<file path="src/rtl/poly_tone_mixer.sv">
// rtl/poly_tone_mixer.sv - multi-voice square-wave tone mixer between audio input and output FIFOs
// Define MIX_SATURATE_EN to clamp the mixed sample instead of wrapping it.
module poly_tone_mixer #(
  parameter int NUM_VOICES = 4,
  parameter int PERIOD_W   = 19,
  parameter int SAMPLE_W   = 32,
  parameter int AMPLITUDE  = 100000000
) (
  input  logic                           CLOCK_50,
  input  logic                           reset_n,
  input  logic [NUM_VOICES-1:0]          voice_en,
  input  logic [NUM_VOICES*PERIOD_W-1:0] voice_half_period,
  input  logic [SAMPLE_W-1:0]            left_channel_audio_in,
  input  logic [SAMPLE_W-1:0]            right_channel_audio_in,
  input  logic                           audio_in_available,
  input  logic                           audio_out_allowed,
  output logic                           read_audio_in,
  output logic [SAMPLE_W-1:0]            left_channel_audio_out,
  output logic [SAMPLE_W-1:0]            right_channel_audio_out,
  output logic                           write_audio_out,
  output logic [3:0]                     active_voices
);

  localparam int SW = SAMPLE_W + 4;
  localparam logic signed [SW-1:0] AMP     = SW'(AMPLITUDE);
  localparam logic signed [SW-1:0] SAT_MAX = {{5{1'b0}}, {(SAMPLE_W-1){1'b1}}};
  localparam logic signed [SW-1:0] SAT_MIN = {{5{1'b1}}, {(SAMPLE_W-1){1'b0}}};

  localparam logic [1:0] S_IDLE  = 2'd0;
  localparam logic [1:0] S_MIX   = 2'd1;
  localparam logic [1:0] S_WRITE = 2'd2;

  logic [PERIOD_W-1:0]   r_cnt [NUM_VOICES];
  logic [PERIOD_W-1:0]   r_per [NUM_VOICES];
  logic [NUM_VOICES-1:0] r_phase;
  logic [NUM_VOICES-1:0] w_sounding;
  logic signed [SW-1:0]  w_sum;
  logic [3:0]            w_count;
  logic [3:0]            r_active;

  logic [1:0]            r_state;
  logic                  r_read;
  logic                  r_write;
  logic [SAMPLE_W-1:0]   r_in_l;
  logic [SAMPLE_W-1:0]   r_in_r;
  logic signed [SW-1:0]  r_snap;
  logic [SAMPLE_W-1:0]   r_out_l;
  logic [SAMPLE_W-1:0]   r_out_r;
  logic signed [SW-1:0]  w_wide_l;
  logic signed [SW-1:0]  w_wide_r;

  always_comb begin
    w_sounding = '0;
    w_sum      = '0;
    w_count    = '0;
    for (int i = 0; i < NUM_VOICES; i++) begin
      w_sounding[i] = voice_en[i] && (r_per[i] != '0);
      if (w_sounding[i]) begin
        w_sum   = r_phase[i] ? (w_sum + AMP) : (w_sum - AMP);
        w_count = w_count + 4'd1;
      end
    end
  end

  // A new half-period is only adopted at a toggle boundary, so retuning never truncates a half-cycle.
  always_ff @(posedge CLOCK_50 or negedge reset_n) begin
    if (!reset_n) begin
      for (int i = 0; i < NUM_VOICES; i++) begin
        r_cnt[i] <= '0;
        r_per[i] <= '0;
      end
      r_phase  <= '0;
      r_active <= '0;
    end else begin
      r_active <= w_count;
      for (int i = 0; i < NUM_VOICES; i++) begin
        if (!voice_en[i]) begin
          r_cnt[i]   <= '0;
          r_phase[i] <= 1'b0;
          r_per[i]   <= voice_half_period[i*PERIOD_W +: PERIOD_W];
        end else if (r_per[i] == '0) begin
          r_cnt[i] <= '0;
          r_per[i] <= voice_half_period[i*PERIOD_W +: PERIOD_W];
        end else if (r_cnt[i] == r_per[i]) begin
          r_cnt[i]   <= '0;
          r_phase[i] <= ~r_phase[i];
          r_per[i]   <= voice_half_period[i*PERIOD_W +: PERIOD_W];
        end else begin
          r_cnt[i] <= r_cnt[i] + PERIOD_W'(1);
        end
      end
    end
  end

  function automatic logic [SAMPLE_W-1:0] reduce(input logic signed [SW-1:0] v);
`ifdef MIX_SATURATE_EN
    if (v > SAT_MAX)
      return SAT_MAX[SAMPLE_W-1:0];
    else if (v < SAT_MIN)
      return SAT_MIN[SAMPLE_W-1:0];
    else
      return v[SAMPLE_W-1:0];
`else
    return v[SAMPLE_W-1:0];
`endif
  endfunction

  assign w_wide_l = $signed({{4{r_in_l[SAMPLE_W-1]}}, r_in_l}) + r_snap;
  assign w_wide_r = $signed({{4{r_in_r[SAMPLE_W-1]}}, r_in_r}) + r_snap;

  always_ff @(posedge CLOCK_50 or negedge reset_n) begin
    if (!reset_n) begin
      r_state <= S_IDLE;
      r_read  <= 1'b0;
      r_write <= 1'b0;
      r_in_l  <= '0;
      r_in_r  <= '0;
      r_snap  <= '0;
      r_out_l <= '0;
      r_out_r <= '0;
    end else begin
      r_read  <= 1'b0;
      r_write <= 1'b0;
      case (r_state)
        S_IDLE: begin
          if (audio_in_available && audio_out_allowed) begin
            r_read  <= 1'b1;
            r_in_l  <= left_channel_audio_in;
            r_in_r  <= right_channel_audio_in;
            r_snap  <= w_sum;
            r_state <= S_MIX;
          end
        end
        S_MIX: begin
          r_out_l <= reduce(w_wide_l);
          r_out_r <= reduce(w_wide_r);
          r_state <= S_WRITE;
        end
        S_WRITE: begin
          if (audio_out_allowed) begin
            r_write <= 1'b1;
            r_state <= S_IDLE;
          end
        end
        default: r_state <= S_IDLE;
      endcase
    end
  end

  assign read_audio_in           = r_read;
  assign write_audio_out         = r_write;
  assign left_channel_audio_out  = r_out_l;
  assign right_channel_audio_out = r_out_r;
  assign active_voices           = r_active;

endmodule

</file>
<file path="config.mk">
export PLATFORM = sky130hd
export DESIGN_NAME = poly_tone_mixer
export DESIGN_NICKNAME = d
export VERILOG_FILES = /design/src/rtl/poly_tone_mixer.sv
export SDC_FILE = /design/constraint.sdc
export NUM_CORES = 1
export LEC_CHECK = 0
export ABC_AREA = 1
export CAP_MARGIN = 20
export CORE_MARGIN = 5
export CORE_UTILIZATION = 45
export CTS_CLUSTER_SIZE = 25
export DETAILED_ROUTE_END_ITERATION = 10
export DONT_BUFFER_PORTS = 1
export GPL_TIMING_DRIVEN = 0
export PLACE_DENSITY = 0.59
export SYNTH_ARGS = -nofsm -noshare
export SYNTH_HDL_FRONTEND = slang
export SYNTH_SLANG_ARGS = --single-unit
export TNS_END_PERCENT = 20
</file>
<file path="constraint.sdc">
create_clock -name CLOCK_50 -period 13.1 [get_ports CLOCK_50]
set_input_delay 1.31 -clock CLOCK_50 [delete_from_list [all_inputs] [get_ports CLOCK_50]]
set_output_delay 1.31 -clock CLOCK_50 [all_outputs]
set_load 0.01 [all_outputs]
</file>
==> results of run 1 <==
## how the worst max path moves through the flow
stage	depth (start not counted)	startpoint	slack (ps)	endpoint
floorplan	31	voice_en[0]	7400	r_snap[30]
global placement	35	voice_en[0]	6030	r_snap[30]
detailed placement	35	voice_en[0]	6110	r_snap[31]
CTS	37	r_per[73]	6480	r_snap[30]
global route	37	r_per[73]	5800	r_snap[30]
finish	37	r_per[73]	6400	r_snap[30]
## metal layers
metal	GRT usage, %	wire (µm)
met5	0	0
met1	29.9	24000
met3	3.17	2350
met4	6.05	1270
met2	40.3	26700
## cell usage after synthesis, types with 14 or more instances
master and instances:
nand3_1 117, dfrtp_1 316, a21o_1 14, xnor2_1 66
or2_2 22, nand2_1 646, nand4_1 47, xor2_1 88
a31oi_1 14, ha_1 101, clkbuf_1 46, a21oi_1 129
inv_1 215, mux2_1 19, nor3_1 34, nor4_1 19
o21ai_0 158, inv_2 38, o21ai_1 54, nor2_1 203
## critical path: cells and delay by family (launching register included)
family                     cells  cell delay [ps]
buffers and inverters          6              600
and+or+nand+nor               19             2750
adders and majority gates      3              970
AOI/OAI and AO/OA              9             1890
DFF                            1              400
## through the flow
stage	cells	cell area [µm²]	total power, µW
global placement	3021	20000	2240
floorplan	2475	19300	2000
global route	3084	21200	3470
detailed placement	3021	20000	2260
CTS	3084	21200	3280
finish	3084	21200	3250
## layout make-up
class,count,area (µm²)
buffer,64,267
clock buffer,57,1110
clock inverter,6,50.0
tap,546,683
fill,4250,21600
sequential,316,7910
multi-input combinational,1841,10200
inverter,254,953
## kinds of logic after synthesis
group	share of synthesized area, %
muxes	1.63
adders and majority gates	7.47
buffers and inverters	6.31
other	0.0194
DFF	40.9
AOI/OAI and AO/OA	11.4
and+or+nand+nor	25.3
xor gates and xnor gates	6.97
## sequential cells by signal, summed over array words and instances (netlist names)
| register | count |
|---|---|
| r_cnt | 76 |
| r_per | 76 |
| left_channel_audio_out | 32 |
| r_in_l | 32 |
| r_in_r | 32 |
| right_channel_audio_out | 32 |
| r_snap | 24 |
| active_voices | 4 |
| r_phase | 4 |
| r_state | 2 |
| read_audio_in | 1 |
| write_audio_out | 1 |
## power by group
group          internal [µW]  switching [µW]
clock                    584             410
combinational            339             547
sequential              1170             202
==> reports/qor.txt, run 1 <==
Port Buf Inserts - 0
setup TNS - 0 ps
hold_ws - 446 ps
Antenna Nets Post-Route - 0
CP Data Required Time - 13580 ps
ant diodes - 0
R2R Path Start - r_per[73]
Layout area overhead - 9.54%
Main synth FF type - dfrtp_1
placed wire-length estimate - 42500 µm
overall die area - 47200 µm²
max cap viols - 0
CP max stage cell - o21ai_0
CTS Hold Bufs - 0
Yosys top cell area share - 40.9%
Layout Nets - 2771
Most Frequent Cell on Critical Path - nand2_1
FP Rows - 76
clock root cell - clkbuf_16
Worst Max-Slew Pin Slew - 1030 ps
postcts setup bufs - 0
core region area - 42800 µm²
syn avg cell area - 7.81 µm²
Setup Crit Path Kind - reg -> reg
reg2reg end - r_snap[30]
total congestion overflow - 0
CTS tree - done
slack of the critical path - 6400 ps
max incr delay on CP - 460 ps
first-pass GRT wire length - 88100 µm
Routed WL per cell - 17.6 µm
min cycle time layout - 6700 ps
Leak - 0.0102 µW
Worst EP arrival - 7180 ps
Post-Place Setup Slack - 6110 ps
largest net degree at the start of global routing - 317
clock skew - 23.3 ps
fin util - 49.5%
Skew-Pair Late Insertion Delay - 560 ps
Cell variety after synth - 52
CP Launch Type - register
die width - 217 µm
run status - completed
Die Ht - 217 µm
Synthesized Nets - 2733
Mapped Area - 19300 µm²
Ys Warns - 0
RSZ-0062 raised after global routing - no
H-tree depth - 2
DRC violations left - 0
period utilization - 51.2%
reg-to-reg setup timing slack - 6400 ps
cells after synthesis - 2475
Vias/cell - 5.29
antenna violations before repair - 0
slew margin rel. - 31.4%
commonest non-fill, non-tap cell in the layout - nand2_1
asr flop ratio synth - 100%
clk buf depth - 3
Reg2Reg Depth - 37
Worst VDD drop - 0.000102 V
starting density of the core - 45.2%
io pins - 218
area leader, netlist - dfrtp_1
Final Hold Fails - 0
P per Cell Area - 153 nW/µm²
sequential area share after synthesis - 40.9%
GP Congestion - 0.919
Max Clk Rate - 0.149 GHz
CTS buffer count - 36
vias in the first global route - 16600
TritonCTS Sinks - 316
Detailed Route Iter0 Violations - 848
CP Max Fanout - 8
HP Class - in -> async
# setup viols final - 0
total track usage - 22.9%
PostCTS Resize Cnt - 0
#FFs+latches synth - 316
layout cells sized above 1 - 6.70%
DRT Pass-1 Iters - 5
Setup crit end kind - register
most frequent cells in the layout - nand2_1, dfrtp_1, inv_1
ranking of synthesized cells by area - dfrtp_1, nand2_1, ha_1
via count - 16300
Detailed Route WL - 54300 µm
Clock Pin Slew Worst Setup and Hold Paths - 60 ps
Post-synth EDFFs - 0
max-slew violations - 0
Note: power is estimated with default switching activity, not from simulation.
==> run 2, diff against run 1 <==
PLACE_DENSITY = 0.61   (was 0.59)
clock period = 5.4 ns   (was 13.1 ns; I/O delays follow)
==> run 2 against run 1 <==
  * Via count is 1.6% higher
  * Core utilization is 3.0 points higher
  * Cell count is 1.8% higher
  * Hold slack worse by 780 ps
  * Largest cell class unchanged
  * Routed wire length is 0.27% higher
  * Clock-buffer cell count is 5 lower
  * Setup slack worse by 6300 ps
  * Maximum frequency is 26% higher
  * Critical path type unchanged
  * Sequential share of layout area is 2.2 points lower
  * Highest routed layer unchanged
  * Global-route usage is 0.30 points lower
  * Clock power grew to 2.7 times the previous value
  * Clock skew is 2.4 ps higher
  * The flow now finishes with violations (hold timing)
==> reports/qor.txt, run 2 (synthesis results as in run 1) <==
RSZ-0062 raised after global routing - yes
global routing's busiest layer - met2
Top Registers - r_cnt x76, r_per x76
Fillers - 4069
total congestion overflow - 0
CP Data Required Time - 5840 ps
max cap viols - 0
# setup viols final - 0
CP Launch Type - register
core region area - 42800 µm²
CTS buffer count - 38
Worst VDD drop - 0.000211 V
Detailed Route Iter0 Violations - 880
DRC violations left - 0
Port Buf Inserts - 0
first-pass GRT wire length - 86900 µm
Vias/cell - 5.28
Setup Crit Path Kind - reg -> reg
Die Ht - 217 µm
total track usage - 22.6%
slack of the critical path - 96.6 ps
commonest non-fill, non-tap cell in the layout - nand2_1
io pins - 218
Worst Max-Slew Pin Slew - 1090 ps
failing checks - hold timing
FP Rows - 76
Leak - 0.0106 µW
overall die area - 47200 µm²
ant diodes - 0
clock skew - 25.7 ps
CP max stage cell - fa_1
setup TNS - 0 ps
Layout area overhead - 16.3%
period utilization - 98.2%
placed wire-length estimate - 41700 µm
Post-Place Setup Slack - -1290 ps
Max Clk Rate - 0.189 GHz
CP Max Fanout - 6
antenna violations before repair - 0
Final Hold Fails - 316
min cycle time layout - 5300 ps
HP Class - in -> async
CTS tree - done
via count - 16600
Layout Nets - 2824
fin util - 52.6%
Antenna Nets Post-Route - 0
die width - 217 µm
Setup crit end kind - register
met3 usage - 3.03%
layout cells sized above 1 - 14.8%
GP Congestion - 0.936
H-tree depth - 2
Skew-Pair Late Insertion Delay - 560 ps
DRT Pass-1 Iters - 5
P per Cell Area - 366 nW/µm²
slew margin rel. - 27.0%
clock root cell - clkbuf_16
Routed WL per cell - 17.3 µm
Detailed Route WL - 54400 µm
largest net degree at the start of global routing - 317
Clock Pin Slew Worst Setup and Hold Paths - 60 ps
hold_ws - -330 ps
vias in the first global route - 16600
met2 usage - 39.5%
starting density of the core - 45.2%
max incr delay on CP - 480 ps
most frequent cells in the layout - nand2_1, dfrtp_1, inv_1
Worst EP arrival - 5750 ps
met1 Usage GRT - 29.3%
clk buf depth - 3
max-slew violations - 0
run status - complete, but fails checks
TritonCTS Sinks - 316
-- run 2: cell type report --
class / instances / area (µm²) / area share [%]
multi-input combinational: 1841 / 10900 / 48.7
clock buffer: 52 / 1130 / 5.05
sequential: 316 / 7910 / 35.2
inverter: 254 / 953 / 4.24
buffer: 63 / 283 / 1.26
clock inverter: 15 / 188 / 0.835
timing repair buffer: 52 / 398 / 1.77
tap: 546 / 683 / 3.04
-- run 2: per-stage QoR --
step                      power, µW  cells  area, µm²
after floorplan                4860   2475      19300
after CTS                      8240   3108      21800
after global routing           8770   3139      22500
after global placement         5420   3021      20000
after detailed placement       5470   3021      20000
final                          8230   3139      22500
-- run 2: final timing paths --
check / start / end / cells after the start / slack, ps
setup / recovery: r_per[71] / r_snap[30] / 33 / 100
hold / removal: reset_n / r_in_l[4] / 0 / -330
setup reg to reg: r_per[71] / r_snap[30] / 33 / 100
hold reg to reg: r_in_l[21] / r_in_l[21] / 2 / 490
max in group asynchronous: reset_n / r_cnt[47] / 0 / 5190
min in group CLOCK_50: audio_out_allowed / write_audio_out / 2 / 80
-- run 2: layer usage --
layer | vias up | part of all wire (%) | wire, µm
met3 | 87 | 4.3 | 2320
met5 | - | 0 | 0
met4 | 0 | 3.0 | 1660
li1 | 8291 | - | -
met2 | 350 | 49 | 26700
met1 | 7833 | 44 | 23800
-- run 2: power breakdown --
group          switching, µW  internal, µW  leakage (µW)
Sequential               487          2830       0.00401
Clock                   1050          1630      0.000648
Combinational           1350           885       0.00594
Total                   2890          5340        0.0106
-- run 2: what timing repair did --
item                                    CTS  global route
endpoints found under the setup margin   16            15
pin swaps                                22            59
setup buffers                            20            32
endpoints found under the hold margin   316           316
resized for setup                        69           121
cloned                                    0             0
-- run 2: worst max-delay path: cells and delay by family, from the launching register on --
family,cells,cell delay [ps]
compound gates,8,1260
flops,1,380
fa+ha+maj,4,1430
simple gates,15,1480
buf+inv,5,500
xor+xnor,1,150
